`src/rtl/ws2811_pkg.sv`:
```
// Shared types and constants for the WS2811 frame scheduler and its arbiter.
// Latency: n/a (declarations only).
// Backpressure: n/a (declarations only).
package ws2811_pkg;

    localparam int LED_WIDTH = 24;
    localparam int MAX_LEDS  = 11;

    typedef logic [LED_WIDTH-1:0] grb_t;

    typedef enum logic [2:0] {
        IDLE      = 3'd0,
        GRANT     = 3'd1,
        START     = 3'd2,
        WAIT_BUSY = 3'd3,
        WAIT_DONE = 3'd4
    } state_e;

endpackage

```
`src/rtl/ws2811_rr_arbiter.sv`:
```
// Two-way round-robin arbiter for frame-buffer ownership.
// Latency: winner is combinational from req_i; the priority pointer moves one cycle after accept_i.
// Backpressure: none; the caller pulses accept_i only when it actually takes the winner.
//
// Ports:
//   clk_i, rst_ni : clock and asynchronous active-low reset
//   req_i         : per-requester request bits
//   accept_i      : caller latched gnt_o this cycle, so advance the pointer
//   gnt_o         : one-hot winner (zero when nobody requests)
module ws2811_rr_arbiter
    import ws2811_pkg::*;
(
    input  logic       clk_i,
    input  logic       rst_ni,
    input  logic [1:0] req_i,
    input  logic       accept_i,
    output logic [1:0] gnt_o
);

    // ptr_q names the requester that wins a tie; it flips away from each accepted winner.
    logic ptr_q;
    logic ptr_d;

    always_comb begin
        gnt_o = 2'b00;
        unique case (req_i)
            2'b01:   gnt_o = 2'b01;
            2'b10:   gnt_o = 2'b10;
            2'b11:   gnt_o = ptr_q ? 2'b10 : 2'b01;
            default: gnt_o = 2'b00;
        endcase
    end

    always_comb begin
        ptr_d = ptr_q;
        // Winner 0 hands the tie to requester 1, and vice versa.
        if (accept_i && (|gnt_o)) begin
            ptr_d = gnt_o[0];
        end
    end

    always_ff @(posedge clk_i or negedge rst_ni) begin
        if (!rst_ni) begin
            ptr_q <= 1'b0;
        end else begin
            ptr_q <= ptr_d;
        end
    end

endmodule

```
`src/rtl/ws2811_frame_scheduler.sv`:
```
// Owns the WS2811 frame buffer: arbitrates two writers, then kicks the strip controller on release or refresh.
// Latency: grant one cycle after req; strip_enable one cycle after the owner drops req or the refresh expires.
// Backpressure: requests outside IDLE are held off; each WAIT state is bounded by TIMEOUT_CYCLES.
//
// Ports:
//   clock_i, reset_ni      : system clock, asynchronous active-low reset
//   req_i / grant_o        : per-requester buffer request, one-hot ownership
//   wr_en_i/addr/data      : frame-buffer write port for the current owner
//   strip_busy_i           : strip controller is shifting a frame
//   strip_enable_o         : one-cycle start pulse to the strip controller
//   led_count_o            : constant NUM_LEDS
//   frame_out_o            : frame buffer, LED n at [24n+23:24n]
//   busy_o                 : FSM not in IDLE
//   frames_sent_o          : wrapping count of completed frames
//   timeout_err_o          : sticky, set when a WAIT state times out
module ws2811_frame_scheduler
    import ws2811_pkg::*;
#(
    parameter int NUM_LEDS       = 11,
    parameter int REFRESH_CYCLES = 1000000,
    parameter int TIMEOUT_CYCLES = 262143
) (
    input  logic                          clock_i,
    input  logic                          reset_ni,
    input  logic [1:0]                    req_i,
    output logic [1:0]                    grant_o,
    input  logic                          wr_en_i,
    input  logic [3:0]                    wr_addr_i,
    input  logic [LED_WIDTH-1:0]          wr_data_i,
    input  logic                          strip_busy_i,
    output logic                          strip_enable_o,
    output logic [7:0]                    led_count_o,
    output logic [NUM_LEDS*LED_WIDTH-1:0] frame_out_o,
    output logic                          busy_o,
    output logic [15:0]                   frames_sent_o,
    output logic                          timeout_err_o
);

    localparam int RW = (REFRESH_CYCLES > 1) ? $clog2(REFRESH_CYCLES) : 1;
    localparam int TW = (TIMEOUT_CYCLES > 1) ? $clog2(TIMEOUT_CYCLES) : 1;

    localparam logic [RW-1:0] REFRESH_LAST = RW'(REFRESH_CYCLES - 1);
    localparam logic [TW-1:0] TIMEOUT_LAST = TW'(TIMEOUT_CYCLES - 1);
    localparam logic [3:0]    NUM_LEDS_W   = 4'(NUM_LEDS);

    state_e        state_q,   state_d;
    logic [1:0]    grant_q,   grant_d;
    logic [RW-1:0] refresh_q, refresh_d;
    logic [TW-1:0] timer_q,   timer_d;
    logic [15:0]   frames_q,  frames_d;
    logic          terr_q,    terr_d;

    logic [1:0]    arb_gnt;
    logic          arb_accept;
    logic          owner_req;
    logic          buf_we;

    grb_t          buf_q [NUM_LEDS];

    ws2811_rr_arbiter u_arb (
        .clk_i    (clock_i),
        .rst_ni   (reset_ni),
        .req_i    (req_i),
        .accept_i (arb_accept),
        .gnt_o    (arb_gnt)
    );

    assign owner_req = |(req_i & grant_q);
    assign buf_we    = (state_q == GRANT) && wr_en_i && (|grant_q) && (wr_addr_i < NUM_LEDS_W);

    always_comb begin
        state_d    = state_q;
        grant_d    = grant_q;
        refresh_d  = refresh_q;
        timer_d    = timer_q;
        frames_d   = frames_q;
        terr_d     = terr_q;
        arb_accept = 1'b0;

        unique case (state_q)
            IDLE: begin
                // A request beats a refresh that expires in the same cycle.
                if (|req_i) begin
                    arb_accept = 1'b1;
                    grant_d    = arb_gnt;
                    state_d    = GRANT;
                end else if (refresh_q == REFRESH_LAST) begin
                    state_d = START;
                end else begin
                    refresh_d = refresh_q + RW'(1);
                end
            end
            GRANT: begin
                if (!owner_req) begin
                    grant_d = 2'b00;
                    state_d = START;
                end
            end
            START: begin
                timer_d = '0;
                state_d = WAIT_BUSY;
            end
            WAIT_BUSY: begin
                if (strip_busy_i) begin
                    timer_d = '0;
                    state_d = WAIT_DONE;
                end else if (timer_q == TIMEOUT_LAST) begin
                    terr_d  = 1'b1;
                    timer_d = '0;
                    state_d = IDLE;
                end else begin
                    timer_d = timer_q + TW'(1);
                end
            end
            WAIT_DONE: begin
                if (!strip_busy_i) begin
                    frames_d = frames_q + 16'd1;
                    timer_d  = '0;
                    state_d  = IDLE;
                end else if (timer_q == TIMEOUT_LAST) begin
                    terr_d  = 1'b1;
                    timer_d = '0;
                    state_d = IDLE;
                end else begin
                    timer_d = timer_q + TW'(1);
                end
            end
            default: begin
                grant_d = 2'b00;
                state_d = IDLE;
            end
        endcase

        // Refresh period is measured from the start of the previous frame's idle gap.
        if (state_d == START) begin
            refresh_d = '0;
        end
    end

    always_ff @(posedge clock_i or negedge reset_ni) begin
        if (!reset_ni) begin
            state_q   <= IDLE;
            grant_q   <= 2'b00;
            refresh_q <= '0;
            timer_q   <= '0;
            frames_q  <= 16'd0;
            terr_q    <= 1'b0;
        end else begin
            state_q   <= state_d;
            grant_q   <= grant_d;
            refresh_q <= refresh_d;
            timer_q   <= timer_d;
            frames_q  <= frames_d;
            terr_q    <= terr_d;
        end
    end

    // Writes only land in GRANT, so the buffer is frozen from START back to IDLE.
    always_ff @(posedge clock_i or negedge reset_ni) begin
        if (!reset_ni) begin
            for (int i = 0; i < NUM_LEDS; i++) begin
                buf_q[i] <= '0;
            end
        end else if (buf_we) begin
            for (int i = 0; i < NUM_LEDS; i++) begin
                if (wr_addr_i == 4'(i)) begin
                    buf_q[i] <= wr_data_i;
                end
            end
        end
    end

    for (genvar g = 0; g < NUM_LEDS; g++) begin : g_frame
        assign frame_out_o[g*LED_WIDTH +: LED_WIDTH] = buf_q[g];
    end

    assign grant_o        = grant_q;
    assign strip_enable_o = (state_q == START);
    assign busy_o         = (state_q != IDLE);
    assign led_count_o    = 8'(NUM_LEDS);
    assign frames_sent_o  = frames_q;
    assign timeout_err_o  = terr_q;

endmodule
```
`config.mk`:
```
export PLATFORM = sky130hd
export DESIGN_NAME = ws2811_frame_scheduler
export DESIGN_NICKNAME = d
export VERILOG_FILES = /design/src/rtl/ws2811_pkg.sv /design/src/rtl/ws2811_rr_arbiter.sv /design/src/rtl/ws2811_frame_scheduler.sv
export SDC_FILE = /design/constraint.sdc
export NUM_CORES = 1
export LEC_CHECK = 0
export BUFFER_PORTS_ARGS = -buffer_cell sky130_fd_sc_hd__buf_2
export CAP_MARGIN = 30
export CORE_MARGIN = 8
export CORE_UTILIZATION = 53
export DETAILED_ROUTE_END_ITERATION = 10
export PLACE_DENSITY = 0.8
export SLEW_MARGIN = 20
export SYNTH_ARGS = -nofsm -noshare
export SYNTH_HDL_FRONTEND = slang
export SYNTH_SLANG_ARGS = --single-unit
```
`constraint.sdc`:
```
create_clock -name clock_i -period 2.8 [get_ports clock_i]
set_input_delay 0 -clock clock_i [delete_from_list [all_inputs] [get_ports clock_i]]
set_output_delay 0 -clock clock_i [all_outputs]
set_load 0.005 [all_outputs]
```
==> results of run 1 <==
==> how the worst max path moves through the flow <==
stage | cells after the start | from | slack [ps] | endpoint
final | 6 | state_q[2] | 370 | frame_out_o[73]
after global routing | 6 | state_q[2] | 220 | frame_out_o[74]
after CTS | 6 | state_q[2] | 380 | frame_out_o[73]
after detailed placement | 6 | state_q[2] | 400 | frame_out_o[95]
after global placement | 6 | state_q[2] | 490 | frame_out_o[73]
after floorplan | 8 | state_q[1] | 810 | frame_out_o[76]
==> cell usage in the layout (no fill, tap or decap), types with 4 or more instances in the layout <==
cell type and count:
o211ai_1 5, buf_2 317, nor2_4 6, bufinv_16 4, buf_12 4, mux2_2 234
or3_1 7, inv_1 10, clkinv_2 5, mux2_1 32, nand2b_1 5, and4_1 8
and2_1 6, a31oi_1 4, and3_1 11, nand3_1 27, nand4_1 13, dfrtp_1 325
nor2_1 22, o21ai_0 12, nor3_1 8, nand2_1 37, conb_1 8, clkbuf_16 35
ha_1 4, a21oi_1 14, xor2_1 8, mux2i_1 4, buf_4 22, dlygate4sd3_1 28
xnor2_1 19, clkbuf_1 10
==> routing by layer <==
layer | vias up | share of wire | GRT usage
met5 | - | 0 | 0
met4 | 0 | 0.024 | 0.0638
met3 | 64 | 0.091 | 0.0868
met2 | 347 | 0.48 | 0.394
met1 | 4627 | 0.40 | 0.286
li1 | 3996 | - | -
==> area by class of cell <==
cell class                      count  area (um^2)  share of cell area
Timing Repair Buffer              372         2130               0.128
Inverter                           10         37.5             0.00226
Tap cell                          330          413              0.0249
Multi-Input combinational cell    540         4790               0.288
Clock buffer                       47          941              0.0566
Clock inverter                     12          171              0.0103
Sequential cell                   325         8130               0.490
Antenna cell                        2         5.00            0.000301
==> cells by family (layout without fill, tap and decap cells) <==
kind of cell | count (synthesis) | in the layout
AOI/OAI and AO/OA | 50 | 50
xor gates and xnor gates | 27 | 27
adders and majority gates | 4 | 4
buffers and inverters | 84 | 441
DFF | 325 | 325
muxes | 271 | 271
other | 2 | 10
and+or+nand+nor | 180 | 180
==> where the power goes <==
group | switching, mW | internal, mW | total [mW]
clock network | 1.79 | 2.73 | 4.52
registers | 0.558 | 5.61 | 6.17
logic | 1.35 | 1.43 | 2.78
==> sequential cells by signal, summed over array words and instances (netlist names) <==
name and flops:
grant_o 2, refresh_q 20, state_q 3, frame_out_o 264
u_arb.ptr_q 1, frames_sent_o 16, timer_q 18, timeout_err_o 1
==> metrics by stage <==
step	util	instances	cell area [um^2]	total power [mW]	setup WS [ps]
2_1_floorplan	-	949	13300	7.49	810
3_3_place_gp	0.611	1549	15200	8.86	486
3_5_place_dp	0.611	1549	15200	8.98	398
4_1_cts	0.667	1636	16600	13.6	382
5_1_grt	0.667	1637	16600	14.1	224
6_report	0.667	1638	16600	13.5	366
==> reports/metrics.yaml, run 1 <==
regToRegSetupSlack_ps: 370
synthArstFlopShare: 1.00
vias_per_cell: 5.52
period_needed_ps: 2430
path_clk_slew_ps: 60
setup_viol: 0
yosysWarnings: 0
required_ps: 3170
synth_top_cell_area_share: 0.611
grt_pass1_wl_um: 57100
fin_crit_sh: 0.869
maxCapViolations: 0
crit_buf_inv: 1
first_pass_iters: 4
ioPinCount: 327
synth_cell_types: 59
finalMaxSlewViolations: 0
synthMuxAreaShare: 0.230
dieArea_mm2: 0.0304
wl_per_cell_um: 22.3
cp_top_family: "simple AND/OR/NAND/NOR gates"
min_from: "wr_data_i[23]"
path_cells: "nor2_4, o2111a_1, nor3b_2, and3_2, buf_4, mux2_2"
postCtsSetupBuffers: 0
cts_buffers: 35
worstPathArrival_ps: 2810
portBuffers: 318
synthCells: 943
clock_sinks: 325
slowest_delay_ps: 510
cts_resized: 0
yosysSeqAreaShare: 0.611
skew_ps: 22.3
slew_headroom: 0.552
grt_overflow: 0
fp-row-count: 58
regToRegEndpoint: "frame_out_o[73]"
vias: 9034
die_h_um: 174
clock_path_buffers: 3
min_path_cells: 2
whs_ps: 27.6
r2r_cells: 6
nNetsFinal: 1322
place_hpwl_um: 25000
grt_setup_unrepaired: "no"
fp.coreArea_mm2: 0.0249
ant_nets: 0
synth_xor_area_frac: 0.0178
avgSynthCellArea_um2: 14.1
drt_iter0_markers: 620
synth_compound_area_frac: 0.0246
synth_common_cells: "325 x dfrtp_1, 234 x mux2_2, 37 x nand2_1"
crit_fanout: 12
initial_core_util: 0.534
powerDensity_mw_per_mm2: 811
worstMarginPinSlew_ps: 668
status: "complete, no violations"
synth_top_family_by_area: "multiplexers"
vdd.ir_drop.worst_mv: 0.589
cts_tree: "done"
remaining_drc_errors: 0
grt_max_degree: 80
nFillCells: 1772
cp-start-kind: "register"
synth_most_common_cell: "dfrtp_1"
p_leak_nw: 9.05
grt_pass1_vias: 9759
cts_max_level: 2
clock_latency_ps: 500
worst_setup_path_end_kind: "register"
fin_setup_tns_ps: 0
track_usage: 0.237
hold_viol: 0
synth_area_leaders: "dfrtp_1 61%, mux2_2 20%, mux2_1 2.7%, xnor2_1 1.3%, buf_4 1.2%"
antenna_found_initial: 2
synth_largest_area_cell: "dfrtp_1"
r2r_start: "state_q[2]"
syn2layout_area_growth_pct: 24.9
cpMaxStageDelayCell: "and3_2"
syn-cell-area_mm2: 0.0133
synth_seq_cells: 325
synthFlopType: "dfrtp_1"
synthSimpleGateAreaFrac: 0.0784
holdPathEnd: "frame_out_o[71]"
synth_edf_count: 0
hold_path_class: "input port to register"
fmax_mhz: 411
layout-drive-gt1-share: 0.497
cts_hold_buf: 28
die_w_um: 174
path_class: "register to register"
cts_root_buf: "clkbuf_16"
gp_congestion: 0.810
synthAdderAreaFrac: 0.00376
finalWirelength_um: 36500
Power figures use the tool's default switching activity.
==> inputs of run 2 (changes only) <==
SYNTH_HIERARCHICAL = 1   (was unset)
==> reports/metrics.yaml, run 2 <==
synth_most_common_cell: "dfrtp_1"  # unchanged
ioPinCount: 327  # unchanged
cts_resized: 0  # unchanged
first_pass_iters: 5  # was 4
p_leak_nw: 9.01  # was 9.05 nW
die_h_um: 174  # unchanged
fp-row-count: 58  # unchanged
clock_sinks: 325  # unchanged
ant_nets: 0  # unchanged
layout_commonest_cell: "dfrtp_1"  # unchanged
skew_ps: 19.7  # was 22.3 ps
dpl_cell_area_mm2: 0.0153  # was 0.0152 mm^2
cts_root_buf: "clkbuf_16"  # unchanged
fin_setup_tns_ps: 0  # unchanged
switching_power_mw: 3.82  # was 3.70 mW
finalMaxSlewViolations: 0  # unchanged
antenna_found_initial: 3  # was 2
powerDensity_mw_per_mm2: 813  # was 811 mW/mm^2
seqPwrFrac: 0.463  # was 0.458
grt_max_degree: 77  # was 80
synth_largest_area_cell: "dfrtp_1"  # unchanged
worst_setup_path_end_kind: "register"  # unchanged
yosysWarnings: 6  # was 0
hold_path_class: "input port to register"  # unchanged
final_cell_area_mm2: 0.0166  # about the same
crit_buf_inv: 1  # unchanged
remaining_drc_errors: 0  # unchanged
setup_viol: 0  # unchanged
grt_pass1_wl_um: 56800  # was 57100 um
synthFlopType: "dfrtp_1"  # unchanged
multi_input_area_mm2: 0.00481  # was 0.00479 mm^2
hold_viol: 0  # unchanged
nFillCells: 1805  # was 1772
grt_setup_unrepaired: "no"  # unchanged
path_cells: "nand2b_1, nor3_2, nor3b_2, and3_1, buf_4, mux2_2"  # was nor2_4, o2111a_1, nor3b_2, and3_2, buf_4, mux2_2
synth_seq_cells: 325  # unchanged
wl_per_cell_um: 22.3  # about the same
fmax_mhz: 431  # was 411 MHz
synthArstFlopShare: 1.00  # unchanged
layout-drive-gt1-share: 0.515  # was 0.497
vdd.ir_drop.worst_mv: 0.448  # was 0.589 mV
portBuffers: 318  # unchanged
maxCapViolations: 0  # unchanged
intPower_mw: 9.67  # was 9.77 mW
dieArea_mm2: 0.0304  # unchanged
status: "complete, no violations"  # unchanged
syn2layout_area_growth_pct: 24.8  # was 24.9%
slew_headroom: 0.535  # was 0.552
cts_tree: "done"  # unchanged
synth_top_cell_area_share: 0.611  # unchanged
period_needed_ps: 2320  # was 2430 ps
synth_common_cells: "325 x dfrtp_1, 266 x mux2_2, 43 x nand2_1"  # was 325 x dfrtp_1, 234 x mux2_2, 37 x nand2_1
path_class: "register to register"  # unchanged
avgSynthCellArea_um2: 13.9  # was 14.1 um^2
nNetsFinal: 1340  # was 1322
drt_iter0_markers: 639  # was 620
most-common-layout-cells: "325 x dfrtp_1, 317 x buf_2, 266 x mux2_2"  # was 325 x dfrtp_1, 317 x buf_2, 234 x mux2_2
dp_slack_ps: 471  # was 398 ps
vias: 9238  # was 9034
track_usage: 0.238  # was 0.237
cts_max_level: 2  # unchanged
place_hpwl_um: 26300  # was 25000 um
synth_cell_types: 62  # was 59
cp_top_family: "simple AND/OR/NAND/NOR gates"  # unchanged
die_w_um: 174  # unchanged
vias_per_cell: 5.58  # was 5.52
syn-cell-area_mm2: 0.0133  # unchanged
seqCellArea_mm2: 0.00813  # unchanged
crit_fanout: 17  # was 12
cp-start-kind: "register"  # unchanged
largest_reg_flops: 264  # unchanged
cts_buffers: 34  # was 35
required_ps: 3180  # was 3170 ps
path_clk_slew_ps: 60  # about the same
finalWirelength_um: 37000  # was 36500 um
grt_pass1_vias: 9431  # was 9759
p_comb_frac: 0.217  # was 0.206
cpMaxStageDelayCell: "dfrtp_1"  # was and3_2
fp.coreArea_mm2: 0.0249  # unchanged
pwr-share-clk: 0.320  # was 0.336
fin_crit_sh: 0.829  # was 0.869
initial_core_util: 0.534  # unchanged
worstMarginPinSlew_ps: 692  # was 668 ps
synth_edf_count: 0  # unchanged
worstPathArrival_ps: 2700  # was 2810 ps
synth_area_leaders: "dfrtp_1 61%, mux2_2 23%, nand2_1 1.2%, xnor2_1 1.1%, buf_4 0.96%"  # was dfrtp_1 61%, mux2_2 20%, mux2_1 2.7%, xnor2_1 1.3%, buf_4 1.2%
clock_path_buffers: 3  # unchanged
clock_latency_ps: 510  # was 500 ps
synthCells: 956  # was 943
grt_overflow: 0  # unchanged
sw_frac_of_total: 0.283  # was 0.275
setup_ws_ps: 479  # was 366 ps
slowest_delay_ps: 460  # was 510 ps
gp_congestion: 0.878  # was 0.810
yosysSeqAreaShare: 0.611  # unchanged
[run 2: worst paths after layout]
path	start	to	slack [ps]	cells after the start
max	state_q[2]	frame_out_o[79]	480	6
max in group asynchronous	reset_ni	timer_q[9]	1770	3
min reg2reg	timeout_err_o	timeout_err_o	470	1
max reg2reg	state_q[2]	frame_out_o[79]	480	6
min in group asynchronous	reset_ni	frame_out_o[244]	80	2
min	wr_data_i[23]	frame_out_o[263]	30	2
[run 2: layer usage]
metal,vias to the layer above,GRT usage,wire length [um]
met3,94,0.0586,2420
met4,2,0.111,1680
li1,4046,-,-
met2,381,0.393,18200
met5,-,0,13
met1,4715,0.292,14700
[run 2: worst register-to-register path, stage by stage (launching register included)]
cell	delay (ps)
dfrtp_1	460
nand2b_1	240
nor3_2	300
nor3b_2	360
and3_1	220
buf_4	260
mux2_2	380
[run 2: timing repair]
action / in CTS / in global routing
setup buffers: 0 / 0
endpoints found under the hold margin: 409 / 0
hold buffers: 27 / 0
[run 2: metrics by stage]
step                hold slack (ps)  instances  total power [mW]  utilization
floorplan                      -296        962              7.59            -
global placement               29.7       1569              9.06        0.613
detailed placement             37.3       1569              9.22        0.613
CTS                           0.258       1654              13.6        0.666
global route                   25.0       1656              14.1        0.667
finish                         31.0       1656              13.5        0.667
[run 2: cell type report]
type	count	share of cell area
sequential	325	0.490
inverter	12	0.00271
multi-input combinational	556	0.290
clock buffer	48	0.0575
clock inverter	10	0.00641
timing repair buffer	373	0.128
tap	330	0.0249
antenna	2	0.000302
[run 2: kinds of logic (layout without fill, tap and decap cells)]
kind of cell / count (synthesis) / after routing / share of synthesized area
adder cells (fa/ha/maj): 4 / 4 / 0.00376
buffers and inverters: 81 / 443 / 0.0310
AND/OR/NAND/NOR: 179 / 179 / 0.0759
flip-flops: 325 / 325 / 0.611
multiplexers: 268 / 268 / 0.227
AO/OA/AOI/OAI: 73 / 73 / 0.0348
XOR/XNOR: 24 / 24 / 0.0158
other: 2 / 10 / 0.000565
[run 2: power by group through the flow]
| stage | sequential [mW] | clock, mW | combinational, mW |
|---|---|---|---|
| after floorplan | 6.28 | 0 | 1.31 |
| after CTS | 6.23 | 4.38 | 2.97 |
| after detailed placement | 6.31 | 0 | 2.91 |
| final | 6.25 | 4.31 | 2.93 |
| after global placement | 6.26 | 0 | 2.80 |
| after global routing | 6.36 | 4.56 | 3.19 |
